## config.mk

```make
export PLATFORM = sky130hd
export DESIGN_NAME = video_timing_meter
export DESIGN_NICKNAME = d
export VERILOG_FILES = /design/src/rtl/video_timing_meter_pkg.sv /design/src/rtl/video_timing_meter_sync_edge_meter.sv /design/src/rtl/video_timing_meter.sv
export SDC_FILE = /design/constraint.sdc
export NUM_CORES = 1
export LEC_CHECK = 0
export CORE_ASPECT_RATIO = 1.1
export CORE_MARGIN = 5
export CORE_UTILIZATION = 30
export CTS_BUF_LIST = sky130_fd_sc_hd__clkbuf_4
export DETAILED_ROUTE_END_ITERATION = 16
export PLACE_DENSITY = 0.55
export SYNTH_ARGS = -nofsm -noshare
export SYNTH_HDL_FRONTEND = slang
export SYNTH_SLANG_ARGS = --single-unit
```

## constraint.sdc

```tcl
create_clock -name clk27 -period 3.6 [get_ports clk27]
set_clock_uncertainty 0.2 [all_clocks]
set_input_delay 0.72 -clock clk27 [delete_from_list [all_inputs] [get_ports clk27]]
set_output_delay 0.72 -clock clk27 [all_outputs]
set_load 0.005 [all_outputs]
```

## src/rtl/video_timing_meter_pkg.sv

```systemverilog
// video_timing_meter_pkg: shared types, widths and timeout defaults for the video timing meter.
package video_timing_meter_pkg;
  localparam int CW = 11;
  localparam logic [CW-1:0] CMAX = '1;
  localparam int H_TIMEOUT_DEF = 2047;
  localparam int V_TIMEOUT_DEF = 1023;
  typedef enum logic [1:0] {WAIT_EDGE, ARMED, RUN} state_t;
  typedef logic [CW-1:0] cnt_t;
  typedef struct packed {
    cnt_t h_total;
    cnt_t h_synclen;
    cnt_t h_active;
    cnt_t v_total;
    cnt_t v_synclen;
    cnt_t v_active;
  } snap_t;
  function automatic cnt_t sat_inc(cnt_t c);
    return (c == CMAX) ? c : c + 1'b1;
  endfunction
endpackage

```

## src/rtl/video_timing_meter_sync_edge_meter.sv

```systemverilog
// sync_edge_meter: leading-edge detect plus period/sync-width counting over an increment strobe.
module sync_edge_meter
  import video_timing_meter_pkg::*;
#(
  parameter int TIMEOUT = H_TIMEOUT_DEF
) (
  input  logic          clk27,
  input  logic          reset_n,
  input  logic          lvl,
  input  logic          strobe,
  output logic          edge_o,
  output logic          tmo,
  output logic [CW-1:0] total,
  output logic [CW-1:0] sync_len
);
  logic lvl_q, pend_q, pend_d, rise;
  cnt_t cnt_q, cnt_d, len_q, len_d;
  // A rise between strobes is held pending so the period starts on the next strobe.
  always_comb begin
    rise = lvl & ~lvl_q;
    edge_o = strobe & (rise | pend_q);
    pend_d = (rise | pend_q) & ~strobe;
    cnt_d = edge_o ? '0 : strobe ? sat_inc(cnt_q) : cnt_q;
    len_d = edge_o ? cnt_t'(lvl) : (strobe & lvl) ? sat_inc(len_q) : len_q;
    total = sat_inc(cnt_q);
    sync_len = len_q;
    tmo = ~edge_o & (cnt_q >= cnt_t'(TIMEOUT));
  end
  always_ff @(posedge clk27 or negedge reset_n) begin
    if (!reset_n) begin
      lvl_q <= 1'b0;
      pend_q <= 1'b0;
      cnt_q <= '0;
      len_q <= '0;
    end else begin
      lvl_q <= lvl;
      pend_q <= pend_d;
      cnt_q <= cnt_d;
      len_q <= len_d;
    end
  end
endmodule

```

## src/rtl/video_timing_meter.sv

```systemverilog
// video_timing_meter: measures line/frame timing of a sync+DE stream and publishes it once per frame.
module video_timing_meter
  import video_timing_meter_pkg::*;
#(
  parameter bit SYNC_POL      = 1'b0,
  parameter int STABLE_FRAMES = 3,
  parameter int H_TIMEOUT     = H_TIMEOUT_DEF,
  parameter int V_TIMEOUT     = V_TIMEOUT_DEF
) (
  input  logic        clk27,
  input  logic        reset_n,
  input  logic        hsync_in,
  input  logic        vsync_in,
  input  logic        de_in,
  output logic [10:0] h_total,
  output logic [10:0] h_synclen,
  output logic [10:0] h_active,
  output logic [10:0] v_total,
  output logic [10:0] v_synclen,
  output logic [10:0] v_active,
  output logic        frame_tick,
  output logic        stable
);
  localparam logic [7:0] SF = 8'(STABLE_FRAMES);
  logic hs1_q, vs1_q, de1_q;
  logic h_edge, h_tmo, fb, v_tmo, has_de, sat, same;
  logic tick_q, tick_d, stable_q, stable_d;
  logic [7:0] match_q, match_d;
  cnt_t h_tot, h_sync, v_tot, v_sync;
  cnt_t de_q, de_d, line_de_q, line_de_d, va_q, va_d;
  snap_t snap_q, snap_d, fresh;
  state_t state_q, state_d;
  sync_edge_meter #(.TIMEOUT(H_TIMEOUT)) u_h (
    .clk27(clk27), .reset_n(reset_n), .lvl(hs1_q), .strobe(1'b1),
    .edge_o(h_edge), .tmo(h_tmo), .total(h_tot), .sync_len(h_sync)
  );
  // Vertical meter counts lines, so its frame boundary always lands on an hsync edge.
  sync_edge_meter #(.TIMEOUT(V_TIMEOUT)) u_v (
    .clk27(clk27), .reset_n(reset_n), .lvl(vs1_q), .strobe(h_edge),
    .edge_o(fb), .tmo(v_tmo), .total(v_tot), .sync_len(v_sync)
  );
  always_comb begin
    has_de = de_q != '0;
    de_d = h_edge ? cnt_t'(de1_q) : de1_q ? sat_inc(de_q) : de_q;
    line_de_d = (h_edge & has_de) ? de_q : line_de_q;
    va_d = fb ? '0 : (h_edge & has_de) ? sat_inc(va_q) : va_q;
    fresh = '{h_tot, h_sync, has_de ? de_q : line_de_q, v_tot, v_sync, has_de ? sat_inc(va_q) : va_q};
    sat = |{fresh.h_total == CMAX, fresh.h_synclen == CMAX, fresh.h_active == CMAX,
            fresh.v_total == CMAX, fresh.v_synclen == CMAX, fresh.v_active == CMAX};
    same = (fresh == snap_q) & ~sat;
    state_d = state_q;
    snap_d = snap_q;
    match_d = match_q;
    tick_d = 1'b0;
    stable_d = stable_q;
    if (h_tmo | v_tmo) begin
      state_d = WAIT_EDGE;
      snap_d = '0;
      match_d = '0;
      stable_d = 1'b0;
    end else if (fb) begin
      state_d = (state_q == WAIT_EDGE) ? ARMED : RUN;
      if (state_q != WAIT_EDGE) begin
        snap_d = fresh;
        tick_d = 1'b1;
        match_d = (state_q == RUN && same) ? ((match_q == SF) ? match_q : match_q + 1'b1) : '0;
        stable_d = match_d == SF;
      end
    end
  end
  always_ff @(posedge clk27 or negedge reset_n) begin
    if (!reset_n) begin
      hs1_q <= 1'b0;
      vs1_q <= 1'b0;
      de1_q <= 1'b0;
      de_q <= '0;
      line_de_q <= '0;
      va_q <= '0;
      snap_q <= '0;
      state_q <= WAIT_EDGE;
      match_q <= '0;
      tick_q <= 1'b0;
      stable_q <= 1'b0;
    end else begin
      hs1_q <= SYNC_POL ? hsync_in : ~hsync_in;
      vs1_q <= SYNC_POL ? vsync_in : ~vsync_in;
      de1_q <= de_in;
      de_q <= de_d;
      line_de_q <= line_de_d;
      va_q <= va_d;
      snap_q <= snap_d;
      state_q <= state_d;
      match_q <= match_d;
      tick_q <= tick_d;
      stable_q <= stable_d;
    end
  end
  assign h_total = snap_q.h_total;
  assign h_synclen = snap_q.h_synclen;
  assign h_active = snap_q.h_active;
  assign v_total = snap_q.v_total;
  assign v_synclen = snap_q.v_synclen;
  assign v_active = snap_q.v_active;
  assign frame_tick = tick_q;
  assign stable = stable_q;
endmodule

```

* After elaboration in Yosys (flattened, before gate mapping) *
Cells that the tools add are included.

word-level totals
  output and inout bits = 68
  register bits = 161
  word-level logic and storage cells = 119
  input bits = 5

operators by class
  $add $sub $neg = 7
  magnitude comparators = 2
  reduce and logical (&&, ||, !) cells = 16
  bitwise operators = 18
  mux-type cells = 36
  eq/ne operators = 17

operator list
  operator                                                                                number
  11-bit 2-to-1 mux                                                                       19
  66-bit 2-to-1 mux                                                                       3
  11-bit == test (second input constant)                                                  10
  11-bit by 1-bit adder with 11-bit output (second input constant)                        6
  66-bit == test                                                                          1
  8-bit 2-to-1 mux                                                                        5
  8-bit by 2-bit == test with 1-bit output (second input constant)                        2
  2-bit nonzero test                                                                      8
  11-bit by 10-bit greater-or-equal comparator with 1-bit output (second input constant)  1
  11-bit greater-or-equal comparator (second input constant)                              1
  11-bit nonzero test                                                                     1
  1-bit AND                                                                               9
  8-bit by 1-bit adder with 8-bit output (second input constant)                          1
  2-bit AND reduction                                                                     4
  1-bit inverter                                                                          7
  1-bit 2-to-1 mux                                                                        6
  2-bit 2-to-1 mux                                                                        3
  6-bit OR reduction                                                                      1
  2-bit by 1-bit inequality test with 1-bit output (second input constant)                2
  2-bit == test (second input constant)                                                   1
  2-bit zero test                                                                         1
  2-bit inequality test (second input constant)                                           1
  1-bit bitwise OR                                                                        2
  1-bit logical AND                                                                       1

* Logic depth before layout (Yosys ltp) *
  depth in word-level cells = 13
  mapped depth = 13
  depth with buffers taken out = 12

* By module *
A second synthesis with hierarchy kept.

unflattened totals
  cell total of the unflattened synthesis = 995
  area, all modules = 9339.0 um^2

by module, submodules not included
  module                  cells each  instances  area each (um^2)
  video_timing_meter      672         1          6447.4
  sync_edge_meter at u_h  162         1          1452.6
  sync_edge_meter at u_v  161         1          1438.9

* Worst setup path after synthesis *
No wires, ideal clock.

  path kind = reg-to-reg
  from = register de_q[0]
  to = register match_q[7]
  path slack = 0.034 ns
  required time = 3.308 ns
  buffers on the path = 0
  stages on the path, launching flop included = 12
  setup time = 0.092 ns
  arrival time = 3.274 ns
  cell sequence = dfrtp_1 > inv_1 > ha_1 > or4b_1 > nor3_2 > nor4_1 > or4_1 > or4_1 > nor4_1 > o41ai_1 > or2_1 > o31ai_2

on the way
  cells in the longest elaborated chain, start to end = 11
  elaborated cells between the ends (all ways) = 14
  classes of those cells = eq/ne: 3; mux: 6; bitwise: 2; reduce/logical: 3

RTL lines
  element                            RTL line                                            RTL
  start, declared                    video_timing_meter.sv:30                            cnt_t de_q, de_d, line_de_q, line_de_d, va_q, va_d;
  start signal, assigned             video_timing_meter.sv:76                            de_q <= '0;
  start signal, assigned             video_timing_meter.sv:88                            de_q <= de_d;
  11-bit nonzero test                video_timing_meter.sv:43                            has_de = de_q != '0;
  11-bit 2-to-1 mux                  video_timing_meter.sv:47                            fresh = '{h_tot, h_sync, has_de ? de_q : line_de_q, v_tot, v_sync, has_de ? sat_inc(va_q) : va_q};
  11-bit == test (on tied branches)  video_timing_meter.sv:48, video_timing_meter.sv:49
  6-bit OR reduction                 video_timing_meter.sv:48                            sat = |{fresh.h_total == CMAX, fresh.h_synclen == CMAX, fresh.h_active == CMAX,
  1-bit inverter                     video_timing_meter.sv:50                            same = (fresh == snap_q) & ~sat;
  1-bit AND (*)                      video_timing_meter.sv:50
  1-bit logical AND (*)              video_timing_meter.sv:66                            match_d = (state_q == RUN && same) ? ((match_q == SF) ? match_q : match_q + 1'b1) : '0;
  8-bit 2-to-1 mux (*)               video_timing_meter.sv:66
  8-bit 2-to-1 mux (*)               video_timing_meter.sv:63                            if (state_q != WAIT_EDGE) begin
  8-bit 2-to-1 mux (*)               video_timing_meter.sv:61                            end else if (fb) begin
  8-bit 2-to-1 mux (*)               video_timing_meter.sv:56                            if (h_tmo | v_tmo) begin
  end signal, assigned               video_timing_meter.sv:93                            match_q <= match_d;
  end, declared                      video_timing_meter.sv:28                            logic [7:0] match_q, match_d;

Mark *: on every way between the ends. The rest lies on a longest branch, timed or not. The select of a mux whose other input is x is not followed.
A chain may end at the register's enable or synchronous reset.

* Final worst setup path *
  from = register de_q[1]
  to = register match_q[7]

Same word-level chain as after synthesis.

==> key figures <==
Routing
  • Initial DRC Count: 793
  • ANT nets after route: 0
  • WL met2: 14600 um
  • Total Wirelength: 31800 um
  • Top routing layer used: met4
  • Metal-1 WL: 14100 um
  • Drt via density: 5.54
  • # DRC: 0
  • Via count: 8723
  • Met3 Wirelength: 2130 um
  • Wire per inst: 20.2 um
  • First-pass iteration count of the detailed router: 6

Yosys
  • Total of warnings raised by yosys: 0
  • Top_reg_cell synth: dfrtp_1
  • Synth top area share: 0.436
  • Main area contributors after synthesis: dfrtp_1 (44%), nand2_1 (4.7%), o21ai_0 (4.3%), xor2_1 (4.0%), nor2_1 (3.3%)
  • Cell variety after synth: 71
  • Post-synthesis instance total: 1029
  • Synth area leader: dfrtp_1
  • Ys async rst share: 1.00
  • Flops & latches, synth: 161
  • Syn_area_per_cell: 8.98 um2
  • Synthesized Nets: 1042
  • Syn Std Cell Area: 9240 um2
  • Post-synth EDFFs: 0
  • Seq/Total Area, Yosys: 0.436

Timing
  • Endpoints failing setup: 9
  • Period utilization: 1.04
  • Pins Over Slew Limit: 0
  • Fmax: 268 MHz
  • Setup TNS: -0.677 ns
  • Final Hold Viols: 0
  • Post-layout min period: 3.74 ns
  • Worst slew margin: 0.426
  • Worst Setup Slack, final: -0.135 ns
  • Worst-margin pin slew: 0.854 ns
  • RSZ-0062 raised after global routing: true

Finish
  • Area grow syn2layout: 23.5%
  • Filler Cells Inserted: 3091
  • Design area: 11400 um2
  • Commonest non-fill, non-tap cell in the layout: dfrtp_1
  • Leading cell types in the layout, fill and taps excluded: dfrtp_1 (161), nand2_1 (116), buf_4 (92)
  • Layout Nets: 1160
  • Share of cells above drive strength 1: 0.148
  • Layout Cells excl Fill: 1575

Clock network
  • Total clock buffers created by CTS: 17
  • Clk Latency, worst-skew pair: 0.61 ns
  • CTS Buffer Depth: 2
  • Root Buffer: clkbuf_4
  • H-tree levels: 4
  • Clk slew on worst S/H paths: 0.14 ns
  • Num Clock Sinks: 161
  • Post-CTS Setup Inserts: 0
  • CTS tree: yes

Setup path
  • Crit path largest cell delay: 0.54 ns
  • Startpoint types: flop
  • Worst R2R Path Depth: 12
  • Worst R2R End: match_q[7]$_DFFE_PN0P_
  • Crit Path Max Fanout: 6
  • CP Data Required Time: 3.93 ns
  • R2r setup slk: -0.14 ns
  • Slowest cell on the critical path: or4_1
  • Reg-to-Reg Start: de_q[1]$_DFFE_PN0P_
  • WP data arrival: 4.06 ns
  • Critical Path Sink Type: flop
  • Cells along the critical path: inv_2, ha_4, or4b_4, nor3_4, nor4_2, or4_1, or4_4, nor4_4, o41ai_4, buf_4, o31a_1, o31ai_2
  • WS Path Type: flop to flop

Placement
  • Post-detail-place hpwl: 23100 um
  • Pre-CTS setup slack: -0.180 ns
  • Cells after DPL: 1542
  • Final GP Congestion: 0.976
  • Cell Area, Placed: 11000 um2
  • Count of port buffers added during placement: 72

Floorplan
  • Chip Height: 194 um
  • Core footprint: 30400 um2
  • Io pins: 73
  • Initial Util: 0.304
  • Die width: 177 um
  • Die footprint: 34400 um2
  • Rows: 67

Pwr
  • Total power: 4850 uW
  • Pwr/cell area: 425 nW/um2
  • Leakage: 0.00481 uW
  • Peak supply drop: 221 uV

Outcome
  • Status: finished with violations
  • Failing checks: negative setup slack

GRT
  • Vias in the first global route: 8400
  • Gr usage total: 0.184
  • Largest net degree at the start of global routing: 56
  • Initial antenna violation count: 1
  • Total grt overflow: 0
  • First-pass GRT wire length: 49700 um

Hold path
  • Critical hold path startpoint: vs1_q$_DFF_PN0_
  • Hold Crit Depth: 0
  • Hold endpoint: u_v.lvl_q$_DFF_PN0_
  • Worst Hold Class: flop to flop

Flow run
  • Max_cap viols: 0
worst max-delay path by stage:
stage	from	slack [ns]	cells after the start	to
after global placement	de_q[1]$_DFFE_PN0P_	-0.13	12	match_q[7]$_DFFE_PN0P_
after global routing	de_q[1]$_DFFE_PN0P_	-0.27	12	match_q[2]$_DFFE_PN0P_
after detailed placement	de_q[0]$_DFFE_PN0P_	-0.18	12	match_q[7]$_DFFE_PN0P_
after CTS	de_q[0]$_DFFE_PN0P_	-0.10	12	match_q[0]$_DFFE_PN0P_
after floorplan	de_q[0]$_DFFE_PN0P_	0.03	11	match_q[7]$_DFFE_PN0P_
final	de_q[1]$_DFFE_PN0P_	-0.14	12	match_q[7]$_DFFE_PN0P_
final cells by class:
type	instances	area, um2	area share
diodes	1	2.50	0.000219
flip-flops and latches	161	4030	0.353
clock buffers	18	135	0.0118
repair buffers	168	1470	0.129
multi-input cells	774	5000	0.438
well taps	414	518	0.0454
inverters	25	93.8	0.00822
clock inverters	14	164	0.0144
cells in the mapped netlist (10+ instances only):
| cell type | instances |
|---|---|
| nor2b_1 | 10 |
| nor2_1 | 82 |
| nor3_1 | 19 |
| a22o_1 | 35 |
| xor2_1 | 42 |
| a21oi_1 | 38 |
| clkbuf_1 | 62 |
| and4_1 | 14 |
| nand3_1 | 47 |
| inv_1 | 25 |
| mux2_2 | 10 |
| nand4_1 | 25 |
| a21o_1 | 10 |
| and3_1 | 14 |
| o21ai_0 | 79 |
| dfrtp_1 | 161 |
| nand2_1 | 116 |
| mux2i_1 | 11 |
| nor4_1 | 13 |
| a31oi_1 | 21 |
| nand2b_1 | 15 |
| xnor2_1 | 35 |
sequential cells by signal, summed over array words and instances (netlist names), 2 cells and up:
register and cells:
v_total 11, state_q 2, match_q 8, h_active 11, u_v.sync_len 11, de_q 11, line_de_q 11, h_synclen 11
u_v.cnt_q 11, u_h.cnt_q 11, u_h.sync_len 11, v_synclen 11, v_active 11, h_total 11, va_q 11
power breakdown:
part           leakage [uW]  switching, uW  internal, uW  total [uW]
Sequential          0.00219            188          1970        2160
Combinational       0.00246            841           669        1510
Clock              0.000162            694           488        1180
Total               0.00481           1720          3130        4850
metal layers:
metal,track usage,vias up
li1,-,4020
met1,0.254,4297
met2,0.284,338
met3,0.0372,68
met4,0.0693,0
met5,0,-
per-stage QoR:
| stage | hold WS, ns | utilization |
|---|---|---|
| floorplan | 0.180 | - |
| finish | 0.259 | 0.375 |
| detailed placement | 0.239 | 0.362 |
| global placement | 0.248 | 0.362 |
| global route | 0.289 | 0.375 |
| CTS | 0.271 | 0.374 |
logic make-up after synthesis:
kind of cell             count (synthesis)  share of synthesized area
multiplexers                            21                     0.0241
flip-flops                             161                      0.436
XOR/XNOR                                78                     0.0754
AND/OR/NAND/NOR                        395                      0.213
AO/OA/AOI/OAI                          272                      0.201
adder cells (fa/ha/maj)                  8                     0.0108
buffers and inverters                   94                     0.0390
critical path: cells and delay by family, from the launching register on:
family | cells | cell delay [ns]
flip-flops | 1 | 0.41
buffers and inverters | 2 | 0.27
adder cells (fa/ha/maj) | 1 | 0.13
AO/OA/AOI/OAI | 3 | 0.47
AND/OR/NAND/NOR | 6 | 2.20
timing repair:
| item | in CTS | in global routing |
|---|---|---|
| hold buffers | 1 | 0 |
| hold endpoints to repair | 53 | 0 |
| pin swaps | 13 | 8 |
| endpoints found under the setup margin | 9 | 9 |
| gates resized for setup | 16 | 11 |
| cloned | 0 | 0 |
(Power assumes the default switching activity.)
